$ cat config.mk
export PLATFORM = sky130hd
export DESIGN_NAME = msg_rr_arbiter
export DESIGN_NICKNAME = d
export VERILOG_FILES = /design/src/rtl/msg_rr_arbiter.sv
export SDC_FILE = /design/constraint.sdc
export NUM_CORES = 1
export LEC_CHECK = 0
export ABC_AREA = 1
export CORE_MARGIN = 5
export CORE_UTILIZATION = 39
export DETAILED_ROUTE_END_ITERATION = 8
export PLACE_DENSITY = 0.73
export SLEW_MARGIN = 20
export SYNTH_ARGS = -nofsm -noshare
export SYNTH_HDL_FRONTEND = slang
export SYNTH_SLANG_ARGS = --single-unit
$ cat constraint.sdc
create_clock -name clk -period 6 [get_ports clk]
set_input_delay 0.6 -clock clk [delete_from_list [all_inputs] [get_ports clk]]
set_output_delay 0.6 -clock clk [all_outputs]
set_load 0.01 [all_outputs]
$ cat src/rtl/msg_rr_arbiter.sv
// rtl/msg_rr_arbiter.sv - round-robin framer merging N_SRC message sources onto one byte stream
// Define MSG_ARB_CHECKSUM_EN to append an XOR checksum byte to every frame.
module msg_rr_arbiter #(
  parameter int N_SRC = 8,
  parameter int IDX_W = 5
) (
  input  logic               clk,
  input  logic               rst,
  input  logic [N_SRC-1:0]   have_msg_bus,
  input  logic [8*N_SRC-1:0] len_bus,
  input  logic [8*N_SRC-1:0] data_bus,
  output logic [N_SRC-1:0]   rdreq_bus,
  output logic [7:0]         tx_data,
  output logic               tx_valid,
  input  logic               tx_ready,
  output logic [IDX_W-1:0]   grant_idx,
  output logic               busy,
  output logic               pkt_done
);

`ifdef MSG_ARB_CHECKSUM_EN
  typedef enum logic [2:0] {IDLE, ADDR, LEN, DATA, SUM} state_t;
`else
  typedef enum logic [1:0] {IDLE, ADDR, LEN, DATA} state_t;
`endif

  state_t             state;
  logic [IDX_W-1:0]   last_q;
  logic [IDX_W-1:0]   pick;
  logic               any_req;
  logic [IDX_W:0]     start;
  logic [2*N_SRC-1:0] dbl;
  logic [N_SRC-1:0]   rot;
  logic [7:0]         len_q;
  logic [7:0]         cnt_q;
  logic [7:0]         hdr_q;
  logic [7:0]         sel_len;
  logic [7:0]         sel_data;
  logic               xfer;
  logic               final_now;
  logic               pop_en;
`ifdef MSG_ARB_CHECKSUM_EN
  logic [7:0]         sum_q;
`endif

  // Rotate the request vector so bit 0 is the source just after the last grant.
  always_comb begin
    int off;
    int sum_i;
    any_req = 1'b0;
    off     = 0;
    start   = {1'b0, last_q} + {{IDX_W{1'b0}}, 1'b1};
    dbl     = {have_msg_bus, have_msg_bus} >> start;
    rot     = dbl[N_SRC-1:0];
    for (int i = 0; i < N_SRC; i++) begin
      if (!any_req && rot[i]) begin
        any_req = 1'b1;
        off     = i;
      end
    end
    sum_i = int'(last_q) + 1 + off;
    if (sum_i >= N_SRC) sum_i = sum_i - N_SRC;
    pick = IDX_W'(sum_i);
  end

  always_comb begin
    sel_len  = 8'h00;
    sel_data = 8'h00;
    for (int s = 0; s < N_SRC; s++) begin
      if (pick == IDX_W'(s)) sel_len = len_bus[s*8 +: 8];
      if (grant_idx == IDX_W'(s)) sel_data = data_bus[s*8 +: 8];
    end
  end

  assign xfer = tx_valid & tx_ready;

`ifdef MSG_ARB_CHECKSUM_EN
  assign final_now = (state == SUM);
`else
  assign final_now = ((state == LEN) && (len_q == 8'h00)) ||
                     ((state == DATA) && (cnt_q == 8'h01));
`endif

  assign tx_data  = (state == DATA) ? sel_data : hdr_q;
  assign pop_en   = (state == DATA) & tx_ready & ~rst;
  assign pkt_done = xfer & final_now & ~rst;

  always_comb begin
    rdreq_bus = '0;
    for (int s = 0; s < N_SRC; s++) begin
      rdreq_bus[s] = pop_en && (grant_idx == IDX_W'(s));
    end
  end

  always_ff @(posedge clk) begin
    if (rst) begin
      state     <= IDLE;
      tx_valid  <= 1'b0;
      busy      <= 1'b0;
      hdr_q     <= 8'h00;
      grant_idx <= '0;
      last_q    <= IDX_W'(N_SRC - 1);
      len_q     <= 8'h00;
      cnt_q     <= 8'h00;
`ifdef MSG_ARB_CHECKSUM_EN
      sum_q     <= 8'h00;
`endif
    end else begin
`ifdef MSG_ARB_CHECKSUM_EN
      if (xfer) sum_q <= sum_q ^ tx_data;
`endif
      case (state)
        IDLE: begin
          if (any_req) begin
            state     <= ADDR;
            grant_idx <= pick;
            last_q    <= pick;
            len_q     <= sel_len;
            hdr_q     <= 8'(pick);
            tx_valid  <= 1'b1;
            busy      <= 1'b1;
`ifdef MSG_ARB_CHECKSUM_EN
            sum_q     <= 8'h00;
`endif
          end
        end
        ADDR: begin
          if (xfer) begin
            state <= LEN;
            hdr_q <= len_q;
          end
        end
        LEN: begin
          if (xfer) begin
            if (len_q == 8'h00) begin
`ifdef MSG_ARB_CHECKSUM_EN
              state <= SUM;
              hdr_q <= sum_q ^ tx_data;
`else
              state    <= IDLE;
              tx_valid <= 1'b0;
              busy     <= 1'b0;
              hdr_q    <= 8'h00;
`endif
            end else begin
              state <= DATA;
              cnt_q <= len_q;
            end
          end
        end
        DATA: begin
          if (xfer) begin
            cnt_q <= cnt_q - 8'h01;
            if (cnt_q == 8'h01) begin
`ifdef MSG_ARB_CHECKSUM_EN
              state <= SUM;
              hdr_q <= sum_q ^ tx_data;
`else
              state    <= IDLE;
              tx_valid <= 1'b0;
              busy     <= 1'b0;
              hdr_q    <= 8'h00;
`endif
            end
          end
        end
`ifdef MSG_ARB_CHECKSUM_EN
        SUM: begin
          if (xfer) begin
            state    <= IDLE;
            tx_valid <= 1'b0;
            busy     <= 1'b0;
            hdr_q    <= 8'h00;
          end
        end
`endif
        default: state <= IDLE;
      endcase
    end
  end

endmodule
# After elaboration in Yosys (flattened, before gate mapping)
# Index checks and enable logic that the tools add are counted.
# totals
inputBits	139
word_cells	138
register_bits	37
# classes
muxes	57
eq_ne	25
order_cmp	1
add_sub_neg	5
shift	1
bitwise	6
n_reduce_logical	36
# op_table
op	n
two-way mux 8 bit	26
two-way mux 32 bit	6
== test 5 x 3 -> 1 bit (second input constant)	8
adder 7 x 32 -> 32 bit	1
greater-or-equal comparator 32 x 5 -> 1 bit (second input constant)	1
one-hot mux 8 bit (4 select lines)	1
== test 5 x 2 -> 1 bit (second input constant)	4
logical AND 1 bit	17
one-hot mux 8 bit (2 select lines)	1
right shift 16 x 6 -> 8 bit	1
two-way mux 1 bit	14
adder 5 x 1 -> 6 bit (second input constant)	2
two-way mux 2 bit	6
AND reduction 6 bit	2
== test 5 x 1 -> 1 bit (second input constant)	2
logical NOT 5 bit	2
inequality test 2 bit (second input constant)	5
== test 8 x 1 -> 1 bit (second input constant)	1
logical NOT 8 bit	1
one-hot mux 2 bit (4 select lines)	1
subtractor 8 x 1 -> 8 bit (second input constant)	1
logical NOT 1 bit	7
bitwise AND 1 bit	5
two-way mux 5 bit	1
13 further kinds	15

# Depth between registers and ports, before layout
# Gate-level depths: netlist of run 1.
# depth
depth_word	36
depth_mapped	33

# Least setup slack after synthesis of run 1
# No wires, ideal clock.
# synth_timing
path_kind	input port to flip-flop
startpoint	input have_msg_bus[0]
endpoint	register len_q[1]
setup_time_ns	0.070
t_required_ns	5.930
arrival_ns	3.784
path_slack_ns	2.146
path_buffers	0
stages	24
cell_sequence	inv_1 > o21ai_0 > inv_1 > nor2_1 > nand2_1 > a31oi_1 > nor2_4 > nand2_1 > o2111ai_1 > ha_1 > fa_1 > a21oi_1 > nor2_1 > nand2_1 > nand2_1 > ha_1 > inv_1 > nand2_2 > nand3_1 > nor2_1 > nand2_1 > nand4_1 > nand2_1 > a21oi_2
# synth_between
elab_chain_cells	35
# synth_lines
element	line_no	rtl
start: declaration	9	input logic [N_SRC-1:0] have_msg_bus,
right shift 16 x 6 -> 8 bit *	53	dbl = {have_msg_bus, have_msg_bus} >> start;
two-way mux 1 bit	56	if (!any_req && rot[i]) begin
logical NOT 1 bit	56	
logical AND 1 bit	56	
two-way mux 1 bit	56	
logical NOT 1 bit	56	
logical AND 1 bit	56	
two-way mux 1 bit	56	
(+12 left out)	-	
logical NOT 1 bit	56	
logical AND 1 bit	56	
two-way mux 32 bit	56	
adder 7 x 32 -> 32 bit	61	sum_i = int'(last_q) + 1 + off;
greater-or-equal comparator 32 x 5 -> 1 bit or subtractor 5 bit (tied branches)	62	if (sum_i >= N_SRC) sum_i = sum_i - N_SRC;
two-way mux 5 bit	62	
logical NOT 5 bit	70	if (pick == IDX_W'(s)) sel_len = len_bus[s*8 +: 8];
two-way mux 8 bit (8 in a row)	70	
end signal: assignment	118	len_q <= sel_len;
end: declaration	34	logic [7:0] len_q;
# Every way passes the cells marked *; elsewhere a longest branch is shown, timed or not.
# A chain may end at the register's enable or synchronous reset.

# Worst setup path in the final report of run 1
# layout_timing
startpoint	input have_msg_bus[0]
endpoint	register len_q[2]
# The elaborated chain is that of the path after synthesis.

==> results.txt, run 1 <==
----------------------------------------------------
[Synthesis]
  Most frequent cell after synthesis ... sky130_fd_sc_hd__nand2_1
  Primary FF master, synth ... sky130_fd_sc_hd__dfxtp_1
  Syn nets ... 797
  Warning count from the yosys run ... 0
  EDFF count, synth ... 0
  Post-synthesis average cell area ... 5.89 um2
  Top cell type by total area after synthesis ... sky130_fd_sc_hd__dfxtp_1
  Leading cell types by total area after synthesis ... sky130_fd_sc_hd__dfxtp_1, sky130_fd_sc_hd__nand2_1, sky130_fd_sc_hd__nor2_1
  Synth Register Bits ... 35
  Fraction of post-synthesis cell area in the top cell type by area ... 18.3%
  Post-synthesis instance area ... 3830 um2
  Async S/R FF share, synth ... 0%
  Library cells used by synthesis ... 54
  Number of standard cells after synthesis ... 650
  Sequential share of the synthesized area ... 18.3%
  Top cell types by occurrence after synthesis ... sky130_fd_sc_hd__nand2_1, sky130_fd_sc_hd__nor2_1, sky130_fd_sc_hd__inv_1

[Clock network]
  CTS Buf Count ... 5
  Maximum buffer depth of the clock tree ... 2
  Hold buffers post-CTS ... 0
  CTS Root Buffer Type ... sky130_fd_sc_hd__clkbuf_8
  Clock transition at the registers of the reported paths ... 0.07 ns
  Setup fix buffers added after clock tree synthesis ... 0
  H-Tree Level Count ... 2
  Post-CTS resize count ... 0
  TritonCTS clock tree ... yes
  TritonCTS sink count ... 35
  Clock latency at the later pin of the worst-skew pair ... 0.29 ns

[Routing]
  Max Used Layer ... met4
  Residual DRC ... 0
  Initial DRT Pass Iterations ... 5
  Total Routed Length ... 13700 um
  Average wire per cell in the routed design ... 14.8 um
  Initial DRC count ... 321
  Routed vias/inst ... 5.13
  Amount of wire on met3 after detailed routing ... 1340 um
  Post-Route M1 WL ... 5700 um
  Antenna violation net count after detailed routing ... 0
  Met2 routed wirelength ... 6410 um
  Via count ... 4764

[Timing]
  Endpoints failing hold ... 0
  Worst slew margin relative to its limit ... 43.7%
  Fmax achieved ... 203 MHz
  Final setup violation count ... 0
  Worst setup skew after layout ... 0.00638 ns
  Part of the cycle the worst path needs ... 81.9%
  Final slew viol count ... 0
  Post-layout minimum cycle time ... 4.91 ns
  Tightest Pin Transition ... 0.841 ns
  Setup_tns ... 0 ns
  RSZ-0062 raised after global routing ... false

[Hold path]
  Type of the worst min-delay path ... reg2reg
  Launch point of the worst hold path ... len_q[2]$_SDFFE_PP0P_
  End point of the most critical hold path ... len_q[2]$_SDFFE_PP0P_
  Cell depth of the worst hold path ... 2

[Power and ir drop]
  VDD IR max ... 559 uV
  Leakage dissipation ... 2.37 nW
  Total power per unit cell area ... 650 nW/um2
  Total power of the final layout ... 3.60 mW

[Critical path]
  Category of the worst setup path capture point ... flop
  Worst flop-to-flop path endpoint ... len_q[2]$_SDFFE_PP0P_
  Depth of the worst register-to-register path ... 25
  Max Fanout on Critical Path ... 26
  Crit path buf inv count ... 4
  Cell mode on critical path ... sky130_fd_sc_hd__nand2_1
  Worst path max stage delay ... 0.45 ns
  Critical path data arrival time ... 5.14 ns
  Critical path required time ... 6.23 ns
  Worst setup path class ... in2reg
  Setup crit start kind ... input port
  Slowest library cell on the worst path ... sky130_fd_sc_hd__clkdlybuf4s50_1
  Reg-to-Reg Start ... last_q[0]$_SDFFE_PP1P_
  Register-to-register setup slack ... 1.20 ns
  Family with the most delay on the worst path ... simple AND/OR/NAND/NOR gates

[Layout]
  # nets final ... 942
  Layout cell share with drive strength beyond 1 ... 8.29%
  Final std cell area, no fill ... 5540 um2
  Combined flip-flop and latch cell area ... 701 um2
  Count of fill cells added during filler insertion ... 992
  Layout overhead on the synthesized area ... 44.6%
  Area of combinational cells with multiple inputs ... 2610 um2
  Final std cells w/o fill ... 929
  Ant. Diodes ... 0

[Flow run]
  Number of violations of the max-capacitance limit ... 0

[GRT]
  Total grt overflow ... 0
  Number of antenna violations at the first check in global routing ... 0
  Maximum number of pins on one net before global-route repair ... 29
  Vias in the first global route ... 4658
  Global-route total usage across every layer ... 22.6%
  First-pass GRT wire length ... 21800 um

[Floorplan]
  Vertical die dimension ... 109 um
  Starting Density ... 39.5%
  Core Box Area ... 9680 um2
  Die width ... 109 um
  IO Pins ... 163
  Number of rows in the core area ... 36
  DIE AREA ... 11900 um2

[Placement]
  Number of buffer cells added on primary ports ... 162
  Placement-stage cell area ... 5450 um2
  Final weighted congestion in routability-driven placement ... 0.943
  Cell count after placement ... 921
  HPWL after detailed placement ... 11300 um

[Outcome]
  Outcome ... finished, final reports clean

----------------------------------------------------
-- layer usage --
layer,vias to the layer above,track usage [%]
met3,19,5.74
met1,2109,26.0
met4,0,6.13
li1,2445,-
met5,-,0
met2,191,41.1
-- area by class of cell --
cell class | count | area share [%]
Inverter | 90 | 6.15
Clock inverter | 3 | 0.271
Sequential cell | 35 | 12.7
Tap cell | 133 | 3.00
Multi-Input combinational cell | 499 | 47.1
Clock buffer | 5 | 1.24
Timing Repair Buffer | 164 | 29.6
-- power by group --
| part | total (mW) | leakage (nW) | internal (mW) | switching, mW |
|---|---|---|---|---|
| Clock | 0.164 | 0.0477 | 0.0793 | 0.0852 |
| Sequential | 0.378 | 0.287 | 0.302 | 0.0760 |
| Combinational | 3.06 | 2.04 | 1.06 | 2.00 |
| Total | 3.60 | 2.37 | 1.44 | 2.17 |
-- cells in the final DEF (no fill, tap or decap), types with 15 or more instances in the layout --
master	instances
sky130_fd_sc_hd__dfxtp_1	35
sky130_fd_sc_hd__a21oi_1	24
sky130_fd_sc_hd__o21ai_0	29
sky130_fd_sc_hd__nand4_1	39
sky130_fd_sc_hd__clkdlybuf4s50_1	162
sky130_fd_sc_hd__nor2_1	83
sky130_fd_sc_hd__nand3_1	42
sky130_fd_sc_hd__nand2_2	15
sky130_fd_sc_hd__nand2_1	172
sky130_fd_sc_hd__inv_1	82
-- tightest hold or removal path, delay by kind of cell (launching register included) --
family / cells / cell delay (ns)
DFF: 1 / 0.32
AOI/OAI and AO/OA: 1 / 0.05
and+or+nand+nor: 1 / 0.07
-- cells by family (layout without fill, tap and decap cells) --
group	count (synthesis)	count (layout)	share of synthesized area, %
AOI/OAI and AO/OA	115	115	19.6
xor gates and xnor gates	3	3	0.882
adders and majority gates	8	8	2.81
buffers and inverters	116	262	13.6
DFF	35	35	18.3
muxes	2	2	0.523
and+or+nand+nor	371	371	44.3
-- worst max-delay path by stage --
| stage | start | endpoint | slack [ns] | depth (start not counted) |
|---|---|---|---|---|
| after floorplan | have_msg_bus[0] | len_q[1]$_SDFFE_PP0P_ | 2.15 | 24 |
| after global placement | have_msg_bus[0] | len_q[7]$_SDFFE_PP0P_ | 1.07 | 25 |
| after detailed placement | have_msg_bus[0] | len_q[3]$_SDFFE_PP0P_ | 0.81 | 25 |
| after CTS | have_msg_bus[0] | len_q[3]$_SDFFE_PP0P_ | 1.12 | 25 |
| after global routing | have_msg_bus[0] | len_q[3]$_SDFFE_PP0P_ | 0.53 | 25 |
| final | have_msg_bus[0] | len_q[2]$_SDFFE_PP0P_ | 1.09 | 25 |
-- registers in the layout, indices dropped and copies added, names as in the netlist --
name / flops
cnt_q: 8
hdr_q: 8
len_q: 8
grant_idx: 5
last_q: 3
state: 2
busy: 1
-- metrics by stage --
step / utilization, % / hold slack, ns / setup WS [ns]
6_report: 57.2 / 0.472 / 1.09
5_1_grt: 57.2 / 0.488 / 0.526
4_1_cts: 57.2 / 0.475 / 1.12
3_5_place_dp: 56.3 / 0.464 / 0.808
3_3_place_gp: 56.3 / 0.466 / 1.07
2_1_floorplan: - / 0.449 / 2.15
No activity file was read; power rests on OpenSTA's default activity.
==> run 2, diff against run 1 <==
- clock period: 6 -> 5.1 ns (I/O delays scaled with it)
==> results.txt, run 2 (synthesized netlist as in run 1, its figures left out) <==
----------------------------------------------------
[Power and ir drop]
  Leakage dissipation ... 2.41 nW (+1.6%)
  Total power per unit cell area ... 789 nW/um2 (+21%)
  VDD IR max ... 608 uV (+8.7%)

[Timing]
  Endpoints failing hold ... 0 (unchanged)
  Part of the cycle the worst path needs ... 87.2%
  Worst setup skew after layout ... 0.0105 ns (+0.00409 ns)
  RSZ-0062 raised after global routing ... false
  Post-layout minimum cycle time ... 4.45 ns
  Worst slew margin relative to its limit ... 41.0% (-2.8 points)
  Setup_tns ... 0 ns (unchanged)
  Worst Setup Slack, final ... 0.654 ns (-0.431 ns)
  Fmax achieved ... 225 MHz
  Final slew viol count ... 0 (unchanged)
  Final setup violation count ... 0 (unchanged)
  Tightest Pin Transition ... 0.882 ns (+0.0413 ns)
  WHS ... 0.471 ns (-0.00131 ns)

[Critical path]
  Worst setup path class ... reg2reg
  Setup crit start kind ... flop
  Category of the worst setup path capture point ... flop
  Cell mode on critical path ... sky130_fd_sc_hd__nand2_1
  Critical path data arrival time ... 4.68 ns (-0.46 ns)
  Max Fanout on Critical Path ... 11 (-58%)
  Critical path required time ... 5.33 ns (-0.90 ns)
  Worst path max stage delay ... 0.59 ns (+0.14 ns)
  Slowest library cell on the worst path ... sky130_fd_sc_hd__dfxtp_1

[GRT]
  Global-route total usage across every layer ... 22.5% (-0.11 points)
  Total grt overflow ... 0 (unchanged)
  Vias in the first global route ... 4691 (+0.71%)
  Maximum number of pins on one net before global-route repair ... 29 (unchanged)
  First-pass GRT wire length ... 21500 um (-1.2%)
  Number of antenna violations at the first check in global routing ... 0 (unchanged)

[Flow run]
  Number of violations of the max-capacitance limit ... 0 (unchanged)

[Layout]
  Layout overhead on the synthesized area ... 46.5%
  Count of fill cells added during filler insertion ... 960 (-3.2%)
  Leading cell types in the layout, fill and taps excluded ... sky130_fd_sc_hd__nand2_1, sky130_fd_sc_hd__clkdlybuf4s50_1, sky130_fd_sc_hd__nor2_1
  Final std cells w/o fill ... 934 (+0.54%)
  # nets final ... 947 (+0.53%)
  Leading cell type in the layout, fill and taps excluded ... sky130_fd_sc_hd__nand2_1
  Layout cell share with drive strength beyond 1 ... 8.86% (+0.57 points)
  Largest registers in the final layout ... cnt_q (8), hdr_q (8), len_q (8)
  Fin util ... 57.9% (+0.74 points)
  Ant. Diodes ... 0 (unchanged)

[Clock network]
  TritonCTS sink count ... 35 (unchanged)
  CTS Root Buffer Type ... sky130_fd_sc_hd__clkbuf_8
  Post-CTS resize count ... 0 (unchanged)
  Maximum buffer depth of the clock tree ... 2 (unchanged)
  Clock latency at the later pin of the worst-skew pair ... 0.30 ns (about the same)
  CTS Buf Count ... 5 (unchanged)
  Hold buffers post-CTS ... 0 (unchanged)
  TritonCTS clock tree ... yes
  H-Tree Level Count ... 2 (unchanged)
  Clock transition at the registers of the reported paths ... 0.07 ns (about the same)
  Setup fix buffers added after clock tree synthesis ... 0 (unchanged)

[Routing]
  Initial DRC count ... 267 (-17%)
  Routed vias/inst ... 5.19 (+1.2%)
  Total Routed Length ... 13900 um (+0.87%)
  Residual DRC ... 0 (unchanged)
  Initial DRT Pass Iterations ... 5 (unchanged)
  Via count ... 4847 (+1.7%)
  Antenna violation net count after detailed routing ... 0 (unchanged)
  Average wire per cell in the routed design ... 14.8 um (+0.33%)

[Floorplan]
  DIE AREA ... 11900 um2 (unchanged)
  Starting Density ... 39.5% (unchanged)
  Vertical die dimension ... 109 um (unchanged)
  Core Box Area ... 9680 um2 (unchanged)
  Die width ... 109 um (unchanged)
  Number of rows in the core area ... 36 (unchanged)
  IO Pins ... 163 (unchanged)

[Hold path]
  Type of the worst min-delay path ... reg2reg

[Placement]
  Final weighted congestion in routability-driven placement ... 0.890 (-5.5%)
  Number of buffer cells added on primary ports ... 162 (unchanged)
  HPWL after detailed placement ... 11400 um (+0.43%)
  Setup Slack @ Placement ... 0.329 ns (-0.479 ns)
  Cell count after placement ... 926 (+0.54%)

[Outcome]
  Outcome ... finished, final reports clean

----------------------------------------------------
-- run 2: changes by cell type in the layout (fill, tap and decap cells not counted), sizes merged --
cell	delta
buf	+5
bufinv	+1
clkbuf	+1
clkinv	-2
-- run 2: path summary, 6_finish.rpt --
path / start / endpoint / slack (ns) / cells after the start
worst min register to register: len_q[2]$_SDFFE_PP0P_ / len_q[2]$_SDFFE_PP0P_ / 0.47 / 2
worst max-delay path: last_q[0]$_SDFFE_PP1P_ / len_q[2]$_SDFFE_PP0P_ / 0.65 / 28
worst min-delay path: len_q[2]$_SDFFE_PP0P_ / len_q[2]$_SDFFE_PP0P_ / 0.47 / 2
worst max register to register: last_q[0]$_SDFFE_PP1P_ / len_q[2]$_SDFFE_PP0P_ / 0.65 / 28
-- run 2: per-stage QoR --
stage	area, um2	power (mW)
after global routing	5610	4.91
after floorplan	3830	3.26
after CTS	5610	4.41
final	5610	4.43
after detailed placement	5490	4.13
after global placement	5490	4.04
-- run 2: layer usage --
| layer | share of wire, % | GRT usage (%) | vias to the layer above |
|---|---|---|---|
| met5 | 0 | 0 | - |
| met4 | 3.9 | 10.3 | 0 |
| met3 | 11 | 5.62 | 37 |
| met2 | 46 | 38.9 | 243 |
| met1 | 40 | 25.8 | 2116 |
| li1 | - | - | 2451 |
-- run 2: critical path: cells and delay by family, from the launching register on --
family                   cells  cell delay (ns)
adder cells (fa/ha/maj)      1             0.35
buffers and inverters        3             0.42
multiplexers                 1             0.09
AO/OA/AOI/OAI                7             1.23
AND/OR/NAND/NOR             16             1.72
flip-flops                   1             0.59
-- run 2: area by class of cell --
type | instances | area (um2) | area share (%)
Multi-Input combinational cell | 499 | 2610 | 46.5
Timing Repair Buffer | 169 | 1670 | 29.8
Sequential cell | 35 | 701 | 12.5
Inverter | 90 | 340 | 6.07
Tap cell | 133 | 166 | 2.97
Clock buffer | 6 | 82.6 | 1.47
Clock inverter | 2 | 35.0 | 0.625
-- run 2: report_power, final --
part           total, mW  internal [mW]  leakage (nW)  switching, mW
combinational       3.72           1.34          2.06           2.38
clock              0.262          0.158        0.0612          0.104
sequential         0.440          0.355         0.287         0.0854
==> run 3, diff against run 2 <==
- CORE_MARGIN: 5 -> 1
==> results.txt, run 3 (synthesized netlist as in run 1, its figures left out) <==
----------------------------------------------------
[Critical path]
  Critical path required time ... 5.33 ns (about the same)
  Critical path data arrival time ... 4.76 ns (+0.08 ns)
  Worst path max stage delay ... 0.47 ns (-0.12 ns)
  Setup crit start kind ... input port
  Worst setup path class ... in2reg
  Category of the worst setup path capture point ... flop
  Cell mode on critical path ... sky130_fd_sc_hd__nand2_1
  Max Fanout on Critical Path ... 8 (-3)
  Slowest library cell on the worst path ... sky130_fd_sc_hd__nor2_1
  Start point of the critical path ... have_msg_bus[0]
  Reg-to-Reg Start ... last_q[0]$_SDFFE_PP1P_

[Floorplan]
  Die width ... 101 um (-7.3%)
  Vertical die dimension ... 101 um (-7.3%)
  Core Box Area ... 9370 um2 (-3.2%)
  Number of rows in the core area ... 35 (-2.8%)
  DIE AREA ... 10200 um2 (-14%)
  Starting Density ... 40.9% (+1.3 points)
  IO Pins ... 163 (unchanged)

[Routing]
  Average wire per cell in the routed design ... 14.1 um (-5.2%)
  Via count ... 4831 (-0.33%)
  Total Routed Length ... 13100 um (-5.4%)
  Initial DRC count ... 227 (-15%)
  Routed vias/inst ... 5.18 (-0.12%)
  Antenna violation net count after detailed routing ... 0 (unchanged)
  Residual DRC ... 0 (unchanged)
  Initial DRT Pass Iterations ... 5 (unchanged)

[Clock network]
  H-Tree Level Count ... 2 (unchanged)
  Hold buffers post-CTS ... 0 (unchanged)
  TritonCTS clock tree ... yes
  Setup fix buffers added after clock tree synthesis ... 0 (unchanged)
  Clock latency at the later pin of the worst-skew pair ... 0.29 ns (about the same)
  Maximum buffer depth of the clock tree ... 2 (unchanged)
  Post-CTS resize count ... 0 (unchanged)
  Clock transition at the registers of the reported paths ... 0.07 ns (about the same)
  CTS Root Buffer Type ... sky130_fd_sc_hd__clkbuf_8
  TritonCTS sink count ... 35 (unchanged)
  CTS Buf Count ... 5 (unchanged)

[Layout]
  Leading cell type in the layout, fill and taps excluded ... sky130_fd_sc_hd__nand2_1
  # nets final ... 949 (+0.21%)
  Ant. Diodes ... 0 (unchanged)
  Layout overhead on the synthesized area ... 45.8%
  Final std cells w/o fill ... 932 (-0.21%)
  Largest registers in the final layout ... cnt_q (8), hdr_q (8), len_q (8)
  Leading cell types in the layout, fill and taps excluded ... sky130_fd_sc_hd__nand2_1, sky130_fd_sc_hd__clkdlybuf4s50_1, sky130_fd_sc_hd__nor2_1
  Count of fill cells added during filler insertion ... 917 (-4.5%)
  Fin util ... 59.6% (+1.7 points)
  Layout cell share with drive strength beyond 1 ... 8.84% (-0.022 points)

[Outcome]
  Outcome ... finished, final reports clean

[GRT]
  Number of antenna violations at the first check in global routing ... 0 (unchanged)
  Vias in the first global route ... 4672 (-0.41%)
  First-pass GRT wire length ... 20900 um (-3.0%)
  Met1 track demand over resource ... 28.8% (+3.0 points)
  Global Route met2 Usage ... 48.7% (+9.7 points)
  Total grt overflow ... 0 (unchanged)
  Busiest grt layer ... met2
  Global-route total usage across every layer ... 25.5% (+3.1 points)
  Met3 usage ... 4.09% (-1.5 points)
  Maximum number of pins on one net before global-route repair ... 29 (unchanged)

[Timing]
  Endpoints failing hold ... 0 (unchanged)
  Fmax achieved ... 221 MHz (-1.8%)
  Worst slew margin relative to its limit ... 39.4% (-1.6 points)
  Setup_tns ... 0 ns (unchanged)
  Post-layout minimum cycle time ... 4.53 ns (+0.0801 ns)
  Part of the cycle the worst path needs ... 88.7% (+1.6 points)
  WHS ... 0.476 ns (+0.00507 ns)
  RSZ-0062 raised after global routing ... false
  Worst setup skew after layout ... 0.00537 ns (-0.00509 ns)
  Tightest Pin Transition ... 0.906 ns (+0.0240 ns)
  Final setup violation count ... 0 (unchanged)
  Final slew viol count ... 0 (unchanged)

[Power and ir drop]
  Leakage dissipation ... 2.40 nW (-0.40%)
  Total power per unit cell area ... 783 nW/um2 (-0.81%)
  VDD IR max ... 617 uV (+1.5%)

[Placement]
  Final weighted congestion in routability-driven placement ... 1.03 (+16%)
  Cell count after placement ... 924 (-0.22%)
  Number of buffer cells added on primary ports ... 162 (unchanged)
  HPWL after detailed placement ... 10700 um (-6.4%)

[Hold path]
  Type of the worst min-delay path ... reg2reg
  Launch point of the worst hold path ... len_q[3]$_SDFFE_PP0P_

[Flow run]
  Number of violations of the max-capacitance limit ... 0 (unchanged)

----------------------------------------------------
## run 3: worst paths after layout
kind | slack, ns | cells after the start | end
setup / recovery | 0.57 | 25 | len_q[1]$_SDFFE_PP0P_
hold / removal | 0.48 | 2 | len_q[3]$_SDFFE_PP0P_
setup reg to reg | 0.66 | 25 | len_q[1]$_SDFFE_PP0P_
hold reg to reg | 0.48 | 2 | len_q[3]$_SDFFE_PP0P_
## run 3: layout make-up
type                            count  area, um2  share of cell area, %
Clock buffer                        7       76.3                   1.37
Clock inverter                      1       5.00                 0.0896
Inverter                           90        340                   6.10
Multi-Input combinational cell    499       2610                   46.8
Sequential cell                    35        701                   12.6
Tap cell                          129        161                   2.89
Timing Repair Buffer              171       1690                   30.3
## run 3: through the flow
step	total power [mW]	area, um2	worst slack, ns
2_1_floorplan	3.26	3830	1.32
3_3_place_gp	4.04	5500	0.493
3_5_place_dp	4.14	5500	0.320
4_1_cts	4.35	5580	0.622
5_1_grt	4.85	5580	0.111
6_report	4.37	5580	0.574
## run 3: where the power goes
group	leakage [nW]	switching (mW)	internal (mW)
logic	2.07	2.39	1.35
clock network	0.0422	0.0986	0.0958
registers	0.287	0.0855	0.355
## run 3: layer usage
| layer | vias to the layer above | routed length [um] | share of wire [%] |
|---|---|---|---|
| li1 | 2463 | - | - |
| met1 | 2153 | 5400 | 41 |
| met2 | 190 | 6420 | 49 |
| met3 | 25 | 1000 | 7.6 |
| met4 | 0 | 283 | 2.2 |
| met5 | - | 0 | 0 |
## run 3: worst max-delay path, delay by kind of cell
family	cells	cell delay [ns]
and+or+nand+nor	13	1.65
buffers and inverters	4	0.62
adders and majority gates	3	0.93
AOI/OAI and AO/OA	5	1.06
